[src/rtl/spi_adc_responder.sv]
// spi_adc_responder: SPI device end of the dual-channel ADC link, shifting two sample words out on MISO.
// CS/SCK are synchronized into clk, edge-detected, and drive a WAIT_IDLE/IDLE/SHIFT state machine.
module spi_adc_responder #(
  parameter int DATA_W      = 12,
  parameter int LEAD_ZEROS  = 4,
  parameter int SYNC_STAGES = 2
) (
  input  logic              clk,
  input  logic              rst_n,
  input  logic              spi_cs_ni,
  input  logic              spi_sck_i,
  output logic [1:0]        spi_miso_o,
  input  logic [DATA_W-1:0] data0_i,
  input  logic [DATA_W-1:0] data1_i,
  output logic              sample_o,
  output logic              busy_o,
  output logic              frame_done_o,
  output logic              frame_err_o
);
  localparam int FRAME = LEAD_ZEROS + DATA_W;
  localparam int CW    = $clog2(FRAME + 1);

  typedef enum logic [1:0] {WAIT_IDLE, IDLE, SHIFT} state_t;

  state_t           r_state, w_next;
  logic             w_cs, w_sck, r_cs_prev, r_sck_prev;
  logic             w_cs_fall, w_cs_rise, w_sck_fall, w_sck_rise, w_start, w_end;
  logic [FRAME-1:0] r_shift0, r_shift1;
  logic [CW-1:0]    r_rise_cnt;
  logic             r_sample, r_done, r_err;

  // Sync flops reset low so a CS held low across reset never looks like a fresh fall.
  if (SYNC_STAGES > 0) begin : g_sync
    logic [SYNC_STAGES-1:0] r_cs_s, r_sck_s;
    always_ff @(posedge clk or negedge rst_n)
      if (!rst_n) begin
        r_cs_s  <= '0;
        r_sck_s <= '0;
      end else begin
        r_cs_s  <= (r_cs_s << 1) | SYNC_STAGES'(spi_cs_ni);
        r_sck_s <= (r_sck_s << 1) | SYNC_STAGES'(spi_sck_i);
      end
    assign w_cs  = r_cs_s[SYNC_STAGES-1];
    assign w_sck = r_sck_s[SYNC_STAGES-1];
  end else begin : g_nosync
    assign w_cs  = spi_cs_ni;
    assign w_sck = spi_sck_i;
  end

  assign w_cs_fall  = r_cs_prev & ~w_cs;
  assign w_cs_rise  = ~r_cs_prev & w_cs;
  assign w_sck_fall = r_sck_prev & ~w_sck;
  assign w_sck_rise = ~r_sck_prev & w_sck;
  assign w_start    = (r_state == IDLE) && w_cs_fall;
  assign w_end      = (r_state == SHIFT) && w_cs_rise;

  always_comb begin
    w_next = r_state;
    case (r_state)
      WAIT_IDLE: w_next = w_cs ? IDLE : WAIT_IDLE;
      IDLE:      w_next = w_cs_fall ? SHIFT : IDLE;
      SHIFT:     w_next = w_cs_rise ? IDLE : SHIFT;
      default:   w_next = WAIT_IDLE;
    endcase
  end

  always_ff @(posedge clk or negedge rst_n)
    if (!rst_n) begin
      r_state    <= WAIT_IDLE;
      r_cs_prev  <= 1'b0;
      r_sck_prev <= 1'b0;
      r_shift0   <= '0;
      r_shift1   <= '0;
      r_rise_cnt <= '0;
      r_sample   <= 1'b0;
      r_done     <= 1'b0;
      r_err      <= 1'b0;
    end else begin
      r_state    <= w_next;
      r_cs_prev  <= w_cs;
      r_sck_prev <= w_sck;
      r_sample   <= w_start;
      r_done     <= w_end && (r_rise_cnt == CW'(FRAME));
      r_err      <= w_end && (r_rise_cnt != CW'(FRAME));
      if (w_start) begin
        r_shift0   <= {{LEAD_ZEROS{1'b0}}, data0_i};
        r_shift1   <= {{LEAD_ZEROS{1'b0}}, data1_i};
        r_rise_cnt <= '0;
      end else if (r_state == SHIFT && !w_cs_rise) begin
        if (w_sck_fall) begin
          r_shift0 <= r_shift0 << 1;
          r_shift1 <= r_shift1 << 1;
        end
        if (w_sck_rise && r_rise_cnt != CW'(FRAME))
          r_rise_cnt <= r_rise_cnt + 1'b1;
      end
    end

  assign busy_o       = (r_state == SHIFT);
  assign spi_miso_o   = busy_o ? {r_shift1[FRAME-1], r_shift0[FRAME-1]} : 2'b00;
  assign sample_o     = r_sample;
  assign frame_done_o = r_done;
  assign frame_err_o  = r_err;
endmodule

[config.mk]
export PLATFORM = sky130hd
export DESIGN_NAME = spi_adc_responder
export DESIGN_NICKNAME = d
export VERILOG_FILES = /design/src/rtl/spi_adc_responder.sv
export SDC_FILE = /design/constraint.sdc
export NUM_CORES = 1
export LEC_CHECK = 0
export CORE_MARGIN = 4
export CORE_UTILIZATION = 57
export CTS_CLUSTER_DIAMETER = 150
export DETAILED_ROUTE_END_ITERATION = 10
export PLACE_DENSITY = 0.95
export RECOVER_POWER = 50
export SYNTH_ARGS = -nofsm -noshare
export SYNTH_HDL_FRONTEND = slang
export SYNTH_SLANG_ARGS = --single-unit
[constraint.sdc]
create_clock -name clk -period 4.7 [get_ports clk]
set_input_delay 0.705 -clock clk [delete_from_list [all_inputs] [get_ports clk]]
set_output_delay 0.705 -clock clk [all_outputs]
set_load 0.01 [all_outputs]
==> metrics.json, run 1 <==
{
  "finish": {
    "sequential_cell_area_sq_um": 1200,
    "final_antenna_diode_count": 0,
    "finish.utilization_pct": 72.2,
    "num-nets-final": 236,
    "multi_input_area_sq_um": 806,
    "mostFrequentLayoutCell": "sky130_fd_sc_hd__dfrtp_1",
    "final_layout_size_suffix_gt1_share_pct": 5.83,
    "flow.area_growth_from_synthesis_pct": 18.2,
    "n_fill_cell": 252,
    "layout_common_cells": "48 x sky130_fd_sc_hd__dfrtp_1, 30 x sky130_fd_sc_hd__clkdlybuf4s50_1, 20 x sky130_fd_sc_hd__a221o_1"
  },
  "timing": {
    "tightestPinTransition_ns": 2.44,
    "worst_clock_skew_ns": 0.00505,
    "total_negative_setup_slacks_ns": 0,
    "report.final.slew_viol_count": 49,
    "whs_ns": 0.352,
    "layout_worst_path_cycle_share_pct": 55.9,
    "unrepaired_setup_endpoints_after_global_routing": "false",
    "final-setup-viol-count": 0,
    "shortest_clock_period_the_worst_path_allows_after_layout_ns": 2.63,
    "max_clk_rate_mhz": 381,
    "timing.final.hold_violations": 0,
    "remaining_max_slew_budget_at_the_tightest_pin_pct": -62.3
  },
  "die": {
    "initial_utilization_pct": 61.1,
    "core-area_sq_um": 3470,
    "chipWidth_um": 69.0,
    "design.die.area_sq_um": 4760,
    "floorplan.rows": 21,
    "die_h_um": 69.0,
    "ioPinCount": 34
  },
  "grt": {
    "antenna_found_initial": 0,
    "grt_pass1_wl_um": 6690,
    "grt.total_usage_pct": 19.4,
    "grt_max_degree": 49,
    "vias_in_the_first_global_route": 1407,
    "aggregate_global_routing_overflow": 0
  },
  "route": {
    "wire_per_inst_um": 16.0,
    "route.vias.total": 1488,
    "ant_nets": 0,
    "detailedRoute.firstIterationViolations": 190,
    "routed_wl_um": 4030,
    "average_vias_per_placed_instance": 5.90,
    "drtPass1Iterations": 4,
    "drc": 0
  },
  "yosys": {
    "yosys.cell_types.count": 36,
    "ys_dominant_reg_cell": "sky130_fd_sc_hd__dfrtp_1",
    "synth-seq-cells": 48,
    "synth_edf_count": 0,
    "synth-seq-area-share_pct": 56.7,
    "asr_flop_ratio_synth_pct": 100,
    "syn_inst": 178,
    "synth.net_count": 208,
    "ys_warn_count": 0,
    "syn_area_sq_um": 2120,
    "post_synth.cell_area_avg_sq_um": 11.9
  },
  "place": {
    "place.port_buffers": 33,
    "hpwl_um": 2790,
    "gp_congestion": 0.777
  },
  "power": {
    "irDropWorstVdd_mv": 0.251,
    "power_leakage_nw": 1.09,
    "pwr_dens_nw_per_um2": 375
  },
  "setup_path": {
    "worst_setup_path_end_kind": "output pin",
    "startpoint_type": "register",
    "critical_path_arrival_ns": 1.92,
    "path_max_fanout": 12,
    "critical_path_required_ns": 3.99,
    "worstSetupPathType": "reg -> out",
    "worst_r2r_path_depth": 4
  },
  "cts": {
    "cts_hold_buf": 0,
    "cts_num_sinks": 48,
    "htree_levels": 2,
    "cts_tree": "done",
    "clk_pin_slew_ns": 0.07,
    "cts_made_buffers": 5,
    "post_cts.resized_instances": 0,
    "clock_latency_ns": 0.29,
    "clockBufferDepth": 2,
    "clock-root-buffer": "sky130_fd_sc_hd__clkbuf_8",
    "postCtsSetupRepairBufs": 0
  },
  "hold_path": {
    "min_path_type": "reg -> reg",
    "hold_depth": 0
  },
  "outcome": {
    "run_status": "finished with violations",
    "violations": "max-capacitance violations, max-slew violations"
  },
  "flow_run": {
    "timing.max_cap.violations": 1
  }
}
[area by class of cell]
| class | count | area share, % |
|---|---|---|
| tap | 46 | 2.30 |
| clock inverter | 1 | 0.200 |
| sequential | 48 | 48.0 |
| multi-input combinational | 108 | 32.2 |
| clock buffer | 6 | 2.90 |
| inverter | 10 | 1.50 |
| timing repair buffer | 33 | 12.9 |
[kinds of logic (layout without fill, tap and decap cells)]
family                   after synthesis  after routing  synth area share (%)
XOR/XNOR                               1              1                 0.414
adder cells (fa/ha/maj)                2              2                  1.18
buffers and inverters                 22             50                  5.43
flip-flops                            48             48                  56.7
AND/OR/NAND/NOR                       59             59                  18.0
multiplexers                           6              6                  2.89
AO/OA/AOI/OAI                         40             40                  15.4
[registers in the layout (all words and copies together), names as in the netlist]
name,cells
r_state,2
r_shift1,16
g_sync.r_sck_s,2
r_rise_cnt,5
g_sync.r_cs_s,2
sample_o,1
frame_err_o,1
r_sck_prev,1
r_cs_prev,1
r_shift0,16
frame_done_o,1
[worst paths after layout]
kind	startpoint	endpoint	slack, ns
min in group asynchronous	rst_n	g_sync.r_sck_s[0]	1.15
max in group asynchronous	rst_n	r_shift1[0]	2.17
worst max-delay path	r_state[0]	spi_miso_o[0]	2.07
worst max register to register	r_state[1]	r_shift0[11]	2.45
worst min register to register	g_sync.r_sck_s[0]	g_sync.r_sck_s[1]	0.35
worst min-delay path	g_sync.r_sck_s[0]	g_sync.r_sck_s[1]	0.35
[stage by stage]
step                setup slack (ns)  std cells  power (mW)  area (sq um)
floorplan                       2.86        178       0.659          2120
finish                          2.07        252       0.938          2500
detailed placement              2.40        245       0.723          2430
CTS                             2.07        252       0.947          2510
global route                    1.64        252       0.991          2500
global placement                2.45        245       0.708          2430
[synth_stat cells, types with 2 or more instances]
| master | number | area [sq um] |
|---|---|---|
| sky130_fd_sc_hd__clkbuf_1 | 3 | 11.3 |
| sky130_fd_sc_hd__nand2b_1 | 3 | 18.8 |
| sky130_fd_sc_hd__nor2_1 | 4 | 15.0 |
| sky130_fd_sc_hd__and2_0 | 3 | 18.8 |
| sky130_fd_sc_hd__nand3_1 | 2 | 10.0 |
| sky130_fd_sc_hd__a221oi_1 | 2 | 17.5 |
| sky130_fd_sc_hd__mux2i_1 | 5 | 50.1 |
| sky130_fd_sc_hd__o21ai_0 | 4 | 20.0 |
| sky130_fd_sc_hd__ha_1 | 2 | 25.0 |
| sky130_fd_sc_hd__and2_1 | 19 | 119 |
| sky130_fd_sc_hd__dfrtp_1 | 48 | 1200 |
| sky130_fd_sc_hd__buf_6 | 3 | 33.8 |
| sky130_fd_sc_hd__a21oi_1 | 6 | 30.0 |
| sky130_fd_sc_hd__nand4_1 | 6 | 37.5 |
| sky130_fd_sc_hd__buf_2 | 5 | 25.0 |
| sky130_fd_sc_hd__inv_1 | 9 | 33.8 |
| sky130_fd_sc_hd__nor4_1 | 2 | 12.5 |
| sky130_fd_sc_hd__nand2_1 | 11 | 41.3 |
| sky130_fd_sc_hd__a221o_1 | 20 | 200 |
| sky130_fd_sc_hd__o31ai_1 | 5 | 37.5 |
[worst max-delay path: stages (launching register included)]
cell and delay, ns:
sky130_fd_sc_hd__dfrtp_1 0.41, sky130_fd_sc_hd__nand2b_4 0.22, sky130_fd_sc_hd__inv_1 0.29, sky130_fd_sc_hd__and2_1 0.18
sky130_fd_sc_hd__clkdlybuf4s50_1 0.53
[report_power, final]
| group | leakage [nW] | switching (mW) | internal [mW] |
|---|---|---|---|
| Sequential | 0.613 | 0.0535 | 0.498 |
| Clock | 0.0410 | 0.122 | 0.101 |
| Combinational | 0.433 | 0.0701 | 0.0930 |
[routing by layer]
| layer | wire, um | share of wire (%) | GRT usage, % |
|---|---|---|---|
| met1 | 1680 | 42 | 25.4 |
| met2 | 2090 | 52 | 31.3 |
| met3 | 188 | 4.7 | 4.38 |
| met4 | 76 | 1.9 | 7.30 |
| met5 | 0 | 0 | 0 |
No activity file was read; power rests on OpenSTA's default activity.
==> run 2, diff against run 1 <==
Settings changed: CORE_UTILIZATION 57 to 52, PLACE_DENSITY 0.95 to 0.9.
Clock period 4.7 ns to 2.7 ns, I/O delays scaled along.
==> metrics.json, run 2 (synthesis gave the netlist of run 1 again) <==
{
  "die": {
    "die_h": {"value": 71.8, "unit": "um", "change": "+4.2%"},
    "design.die.area": {"value": 5160, "unit": "sq um", "change": "+8.5%"},
    "chipWidth": {"value": 71.8, "unit": "um", "change": "+4.2%"},
    "core-area": {"value": 3800, "unit": "sq um", "change": "+9.5%"},
    "floorplan.rows": {"value": 22, "change": "+4.8%"},
    "ioPinCount": {"value": 34, "change": "unchanged"},
    "initial_utilization": {"value": 55.8, "unit": "%", "change": "-5.3 points"}
  },
  "setup_path": {
    "worstSetupPathType": "reg -> out",
    "worstPathCellList": "nand2b_4, inv_1, and2_1, clkdlybuf4s50_1",
    "critical_path_arrival": {"value": 1.91, "unit": "ns", "change": "about the same"},
    "critical_path_buf_inv_count": {"value": 2, "change": "unchanged"},
    "worst_setup_path_end_kind": "output pin",
    "path_max_fanout": {"value": 12, "change": "unchanged"},
    "critical_path_required": {"value": 2.30, "unit": "ns", "change": "-1.69 ns"},
    "startpoint_type": "register",
    "reg2reg_launch_point": "g_sync.r_cs_s[1]",
    "crit_path_top_delay_cell": "sky130_fd_sc_hd__clkdlybuf4s50_1",
    "cpLargestDelayFamily": "buffers and inverters",
    "cpPeakStageDelay": {"value": 0.52, "unit": "ns", "change": "about the same"},
    "critical_path.startpoint": "r_state[0]"
  },
  "timing": {
    "remaining_max_slew_budget_at_the_tightest_pin": {"value": 24.0, "unit": "%", "change": "+86 points"},
    "max_clk_rate_mhz": 432,
    "final-setup-viol-count": {"value": 0, "change": "unchanged"},
    "worst_clock_skew": {"value": 0.0108, "unit": "ns", "change": "+0.00579 ns"},
    "shortest_clock_period_the_worst_path_allows_after_layout_ns": 2.31,
    "unrepaired_setup_endpoints_after_global_routing": "false",
    "total_negative_setup_slacks": {"value": 0, "unit": "ns", "change": "unchanged"},
    "tightestPinTransition": {"value": 1.14, "unit": "ns", "change": "-1.30 ns"},
    "whs": {"value": 0.323, "unit": "ns", "change": "-0.0294 ns"},
    "layout_worst_path_cycle_share_pct": 85.6,
    "timing.final.hold_violations": {"value": 0, "change": "unchanged"},
    "report.final.slew_viol_count": {"value": 0, "change": "-100%"}
  },
  "route": {
    "ant_nets": {"value": 0, "change": "unchanged"},
    "route.vias.total": {"value": 1481, "change": "-0.47%"},
    "wire_per_inst": {"value": 15.9, "unit": "um", "change": "-0.51%"},
    "drtPass1Iterations": {"value": 5, "change": "+1"},
    "routed_wl": {"value": 4110, "unit": "um", "change": "+1.9%"},
    "drc": {"value": 0, "change": "unchanged"},
    "detailedRoute.firstIterationViolations": {"value": 154, "change": "-19%"},
    "average_vias_per_placed_instance": {"value": 5.74, "change": "-2.8%"}
  },
  "cts": {
    "cts_hold_buf": {"value": 0, "change": "unchanged"},
    "clock_latency": {"value": 0.30, "unit": "ns", "change": "about the same"},
    "cts_tree": "done",
    "cts_made_buffers": {"value": 5, "change": "unchanged"},
    "postCtsSetupRepairBufs": {"value": 0, "change": "unchanged"},
    "post_cts.resized_instances": {"value": 0, "change": "unchanged"},
    "cts_num_sinks": {"value": 48, "change": "unchanged"},
    "htree_levels": {"value": 2, "change": "unchanged"},
    "clockBufferDepth": {"value": 2, "change": "unchanged"},
    "clk_pin_slew": {"value": 0.07, "unit": "ns", "change": "about the same"},
    "clock-root-buffer": "sky130_fd_sc_hd__clkbuf_8"
  },
  "power": {
    "power.share.sequential": {"value": 54.8, "unit": "%", "change": "-4.0 points"},
    "irDropWorstVdd": {"value": 0.421, "unit": "mV", "change": "+68%"},
    "power.combinational.fraction": {"value": 16.6, "unit": "%", "change": "-0.8 points"},
    "pwr_dens": {"value": 684, "unit": "nW/um^2", "change": "+82%"},
    "cell_internal_pwr": {"value": 1.31, "unit": "mW", "change": "+89%"},
    "power.switching": {"value": 0.443, "unit": "mW", "change": "+80%"},
    "power_leakage": {"value": 1.12, "unit": "nW", "change": "+2.7%"},
    "share_clk_of_total_power": {"value": 28.6, "unit": "%", "change": "+4.8 points"},
    "power_switching_share": {"value": 25.3, "unit": "%", "change": "-0.92 points"},
    "overall_power": {"value": 1.75, "unit": "mW", "change": "+87%"}
  },
  "grt": {
    "grt_max_degree": {"value": 49, "change": "unchanged"},
    "grt_pass1_wl": {"value": 6840, "unit": "um", "change": "+2.2%"},
    "antenna_found_initial": {"value": 0, "change": "unchanged"},
    "aggregate_global_routing_overflow": {"value": 0, "change": "unchanged"},
    "grt.total_usage": {"value": 17.2, "unit": "%", "change": "-2.2 points"},
    "vias_in_the_first_global_route": {"value": 1434, "change": "+1.9%"}
  },
  "finish": {
    "num-nets-final": {"value": 239, "change": "+1.3%"},
    "finish.utilization": {"value": 67.5, "unit": "%", "change": "-4.7 points"},
    "final_antenna_diode_count": {"value": 0, "change": "unchanged"},
    "mostFrequentLayoutCell": "sky130_fd_sc_hd__dfrtp_1",
    "largest_registers": "r_shift0 (16), r_shift1 (16), r_rise_cnt (5)",
    "final_layout_size_suffix_gt1_share": {"value": 9.05, "unit": "%", "change": "+3.2 points"},
    "layout_common_cells": "48 x sky130_fd_sc_hd__dfrtp_1, 30 x sky130_fd_sc_hd__clkdlybuf4s50_1, 20 x sky130_fd_sc_hd__a221o_1",
    "flow.area_growth_from_synthesis_pct": 21.0,
    "n_fill_cell": {"value": 311, "change": "+23%"}
  },
  "place": {
    "place.port_buffers": {"value": 33, "change": "unchanged"},
    "gp_congestion": {"value": 0.832, "change": "+7.1%"},
    "hpwl": {"value": 2720, "unit": "um", "change": "-2.6%"}
  },
  "flow_run": {
    "timing.max_cap.violations": {"value": 0, "change": "-1"}
  },
  "outcome": {
    "run_status": "finished clean"
  },
  "hold_path": {
    "min_path_type": "in -> async"
  }
}
[run 2: cell type report]
type	count	area, sq um	area share (%)
sequential	48	1200	46.9
multi-input combinational	108	808	31.5
timing repair buffer	36	348	13.6
clock buffer	6	72.6	2.83
tap	48	60.1	2.34
inverter	10	37.5	1.46
clock inverter	2	35.0	1.37
[run 2: power groups by stage]
stage / Combinational [mW] / Sequential [mW] / Clock (mW)
6_report: 0.291 / 0.960 / 0.501
5_1_grt: 0.323 / 0.975 / 0.540
4_1_cts: 0.295 / 0.957 / 0.508
3_5_place_dp: 0.292 / 0.970 / 0
3_3_place_gp: 0.276 / 0.963 / 0
2_1_floorplan: 0.206 / 0.941 / 0
[run 2: final timing paths]
path,end,depth (start not counted),slack [ns]
setup / recovery,spi_miso_o[1],4,0.39
hold / removal,g_sync.r_sck_s[1],1,0.32
setup reg to reg,r_shift0[0],3,0.74
hold reg to reg,g_sync.r_cs_s[1],0,0.35
max in group asynchronous,r_shift0[15],1,1.69
min in group clk,g_sync.r_cs_s[1],0,0.35
[run 2: layer usage]
layer / track usage (%) / wire (um) / up-vias
met5: 0 / 0 / -
met4: 8.14 / 54 / 0
met3: 3.79 / 199 / 4
met2: 28.0 / 2170 / 36
met1: 21.7 / 1690 / 735
li1: - / - / 706
[run 2: per-stage QoR]
| step | instances | cell area (sq um) | worst slack [ns] |
|---|---|---|---|
| after floorplan | 178 | 2120 | 1.08 |
| after detailed placement | 250 | 2450 | 0.710 |
| after global placement | 250 | 2450 | 0.741 |
| after global routing | 258 | 2560 | 0.260 |
| final | 258 | 2560 | 0.388 |
| after CTS | 258 | 2560 | 0.379 |
==> run 3, diff against run 2 <==
Settings changed: ABC_CLOCK_PERIOD_IN_PS set to 2700, MAX_ROUTING_LAYER set to met4.
==> metrics.json, run 3 (synthesis gave the netlist of run 1 again) <==
{
  "grt": {
    "aggregate_global_routing_overflow": {"value": 0, "change": "unchanged"},
    "antenna_found_initial": {"value": 0, "change": "unchanged"},
    "global_route.peak_usage_layer": "met2",
    "met2_usage": {"value": 27.9, "unit": "%", "change": "-0.10 points"},
    "fraction_of_met3_tracks_used_by_global_routing": {"value": 3.79, "unit": "%", "change": "unchanged"},
    "grt_pass1_wl": {"value": 6870, "unit": "um", "change": "+0.41%"},
    "vias_in_the_first_global_route": {"value": 1424, "change": "-0.70%"},
    "grt.total_usage": {"value": 17.7, "unit": "%", "change": "+0.55 points"},
    "grt_max_degree": {"value": 49, "change": "unchanged"},
    "gr-usage-met1": {"value": 21.9, "unit": "%", "change": "+0.18 points"}
  },
  "outcome": {
    "run_status": "finished clean"
  },
  "timing": {
    "remaining_max_slew_budget_at_the_tightest_pin": {"value": 23.8, "unit": "%", "change": "-0.21 points"},
    "shortest_clock_period_the_worst_path_allows_after_layout": {"value": 2.32, "unit": "ns", "change": "+0.00388 ns"},
    "layout_worst_path_cycle_share": {"value": 85.8, "unit": "%", "change": "+0.14 points"},
    "total_negative_setup_slacks": {"value": 0, "unit": "ns", "change": "unchanged"},
    "report.final.slew_viol_count": {"value": 0, "change": "unchanged"},
    "final-setup-viol-count": {"value": 0, "change": "unchanged"},
    "tightestPinTransition": {"value": 1.14, "unit": "ns", "change": "+0.00320 ns"},
    "unrepaired_setup_endpoints_after_global_routing": "false",
    "worst_clock_skew": {"value": 0.0111, "unit": "ns", "change": "+0.000287 ns"},
    "timing.final.hold_violations": {"value": 0, "change": "unchanged"},
    "max_clk_rate": {"value": 432, "unit": "MHz", "change": "-0.17%"}
  },
  "place": {
    "place.port_buffers": {"value": 33, "change": "unchanged"},
    "gp_congestion": {"value": 0.845, "change": "+1.5%"},
    "hpwl": {"value": 2720, "unit": "um", "change": "unchanged"}
  },
  "setup_path": {
    "critical_path.reg2reg.endpoint": "r_shift0[0]",
    "reg2reg_launch_point": "g_sync.r_cs_s[1]",
    "critical_path_required": {"value": 2.30, "unit": "ns", "change": "about the same"},
    "worstSetupPathType": "reg -> out",
    "startpoint_type": "register",
    "worst_r2r_path_depth": {"value": 3, "change": "unchanged"},
    "critical_path_arrival": {"value": 1.91, "unit": "ns", "change": "about the same"},
    "path_max_fanout": {"value": 12, "change": "unchanged"},
    "worst_case_register_to_register_setup_slack": {"value": 0.76, "unit": "ns", "change": "+0.02 ns"},
    "worst_setup_path_end_kind": "output pin"
  },
  "die": {
    "design.die.area": {"value": 5160, "unit": "sq um", "change": "unchanged"},
    "floorplan.rows": {"value": 22, "change": "unchanged"},
    "ioPinCount": {"value": 34, "change": "unchanged"},
    "die_h": {"value": 71.8, "unit": "um", "change": "unchanged"},
    "core-area": {"value": 3800, "unit": "sq um", "change": "unchanged"},
    "chipWidth": {"value": 71.8, "unit": "um", "change": "unchanged"},
    "initial_utilization": {"value": 55.8, "unit": "%", "change": "unchanged"}
  },
  "route": {
    "route.vias.total": {"value": 1483, "change": "+0.14%"},
    "drtPass1Iterations": {"value": 4, "change": "-1"},
    "average_vias_per_placed_instance": {"value": 5.75, "change": "+0.14%"},
    "wire_per_inst": {"value": 15.9, "unit": "um", "change": "-0.34%"},
    "routed_wl": {"value": 4090, "unit": "um", "change": "-0.34%"},
    "drc": {"value": 0, "change": "unchanged"},
    "ant_nets": {"value": 0, "change": "unchanged"},
    "detailedRoute.firstIterationViolations": {"value": 171, "change": "+11%"}
  },
  "cts": {
    "cts_num_sinks": {"value": 48, "change": "unchanged"},
    "clock_latency": {"value": 0.30, "unit": "ns", "change": "about the same"},
    "cts_tree": "done",
    "clk_pin_slew": {"value": 0.09, "unit": "ns", "change": "+0.02 ns"},
    "post_cts.resized_instances": {"value": 0, "change": "unchanged"},
    "cts_made_buffers": {"value": 5, "change": "unchanged"},
    "htree_levels": {"value": 2, "change": "unchanged"},
    "clockBufferDepth": {"value": 2, "change": "unchanged"},
    "postCtsSetupRepairBufs": {"value": 0, "change": "unchanged"},
    "clock-root-buffer": "sky130_fd_sc_hd__clkbuf_8",
    "cts_hold_buf": {"value": 0, "change": "unchanged"}
  },
  "finish": {
    "mostFrequentLayoutCell": "sky130_fd_sc_hd__dfrtp_1",
    "layout_common_cells": "48 x sky130_fd_sc_hd__dfrtp_1, 30 x sky130_fd_sc_hd__clkdlybuf4s50_1, 20 x sky130_fd_sc_hd__a221o_1",
    "final_layout_size_suffix_gt1_share": {"value": 9.05, "unit": "%", "change": "unchanged"},
    "flow.area_growth_from_synthesis": {"value": 21.0, "unit": "%", "change": "unchanged"},
    "final_antenna_diode_count": {"value": 0, "change": "unchanged"},
    "num-nets-final": {"value": 239, "change": "unchanged"},
    "finish.utilization": {"value": 67.5, "unit": "%", "change": "unchanged"},
    "largest_registers": "r_shift0 (16), r_shift1 (16), r_rise_cnt (5)"
  },
  "power": {
    "irDropWorstVdd": {"value": 0.423, "unit": "mV", "change": "+0.41%"},
    "overall_power": {"value": 1.75, "unit": "mW", "change": "about the same"},
    "power_leakage": {"value": 1.12, "unit": "nW", "change": "unchanged"},
    "pwr_dens": {"value": 684, "unit": "nW/um^2", "change": "about the same"}
  },
  "flow_run": {
    "timing.max_cap.violations": {"value": 0, "change": "unchanged"}
  },
  "hold_path": {
    "min_path_type": "in -> async"
  }
}
run 3: per-stage QoR:
stage | std cells | worst slack (ns) | hold slack (ns) | cell area, sq um
2_1_floorplan | 178 | 1.08 | 0.109 | 2120
3_3_place_gp | 250 | 0.741 | 0.333 | 2450
3_5_place_dp | 250 | 0.710 | 0.342 | 2450
4_1_cts | 258 | 0.379 | 0.313 | 2560
5_1_grt | 258 | 0.260 | 0.370 | 2560
6_report | 258 | 0.384 | 0.326 | 2560
run 3: power by group:
part	switching [mW]	leakage, nW	internal, mW	total, mW
clock network	0.226	0.0552	0.275	0.501
logic	0.124	0.448	0.168	0.291
registers	0.0934	0.613	0.866	0.959
total	0.444	1.12	1.31	1.75
run 3: area by class of cell:
class | instances | area, sq um
fillers | 311 | 1240
flip-flops and latches | 48 | 1200
multi-input cells | 108 | 808
repair buffers | 36 | 348
clock buffers | 6 | 72.6
well taps | 48 | 60.1
inverters | 10 | 37.5
clock inverters | 2 | 35.0
run 3: worst max path at each step:
stage	startpoint	slack (ns)	end	cells past startpoint
2_1_floorplan	r_rise_cnt[0]	1.08	r_rise_cnt[1]	5
3_3_place_gp	r_state[0]	0.74	spi_miso_o[0]	4
3_5_place_dp	r_state[0]	0.71	spi_miso_o[1]	4
4_1_cts	r_state[0]	0.38	spi_miso_o[1]	4
5_1_grt	r_state[0]	0.26	spi_miso_o[1]	4
6_report	r_state[0]	0.38	spi_miso_o[1]	4
run 3: routing by layer:
metal / wire [um] / vias to the layer above / part of all wire [%]
li1: - / 707 / -
met1: 1690 / 731 / 41
met2: 2130 / 39 / 52
met3: 196 / 6 / 4.8
met4: 72 / 0 / 1.8
met5: 0 / - / 0
run 3: worst max-delay path, stage by stage (launching register included):
cell                              delay, ns
sky130_fd_sc_hd__dfrtp_1               0.41
sky130_fd_sc_hd__nand2b_4              0.23
sky130_fd_sc_hd__inv_1                 0.28
sky130_fd_sc_hd__and2_1                0.17
sky130_fd_sc_hd__clkdlybuf4s50_1       0.52
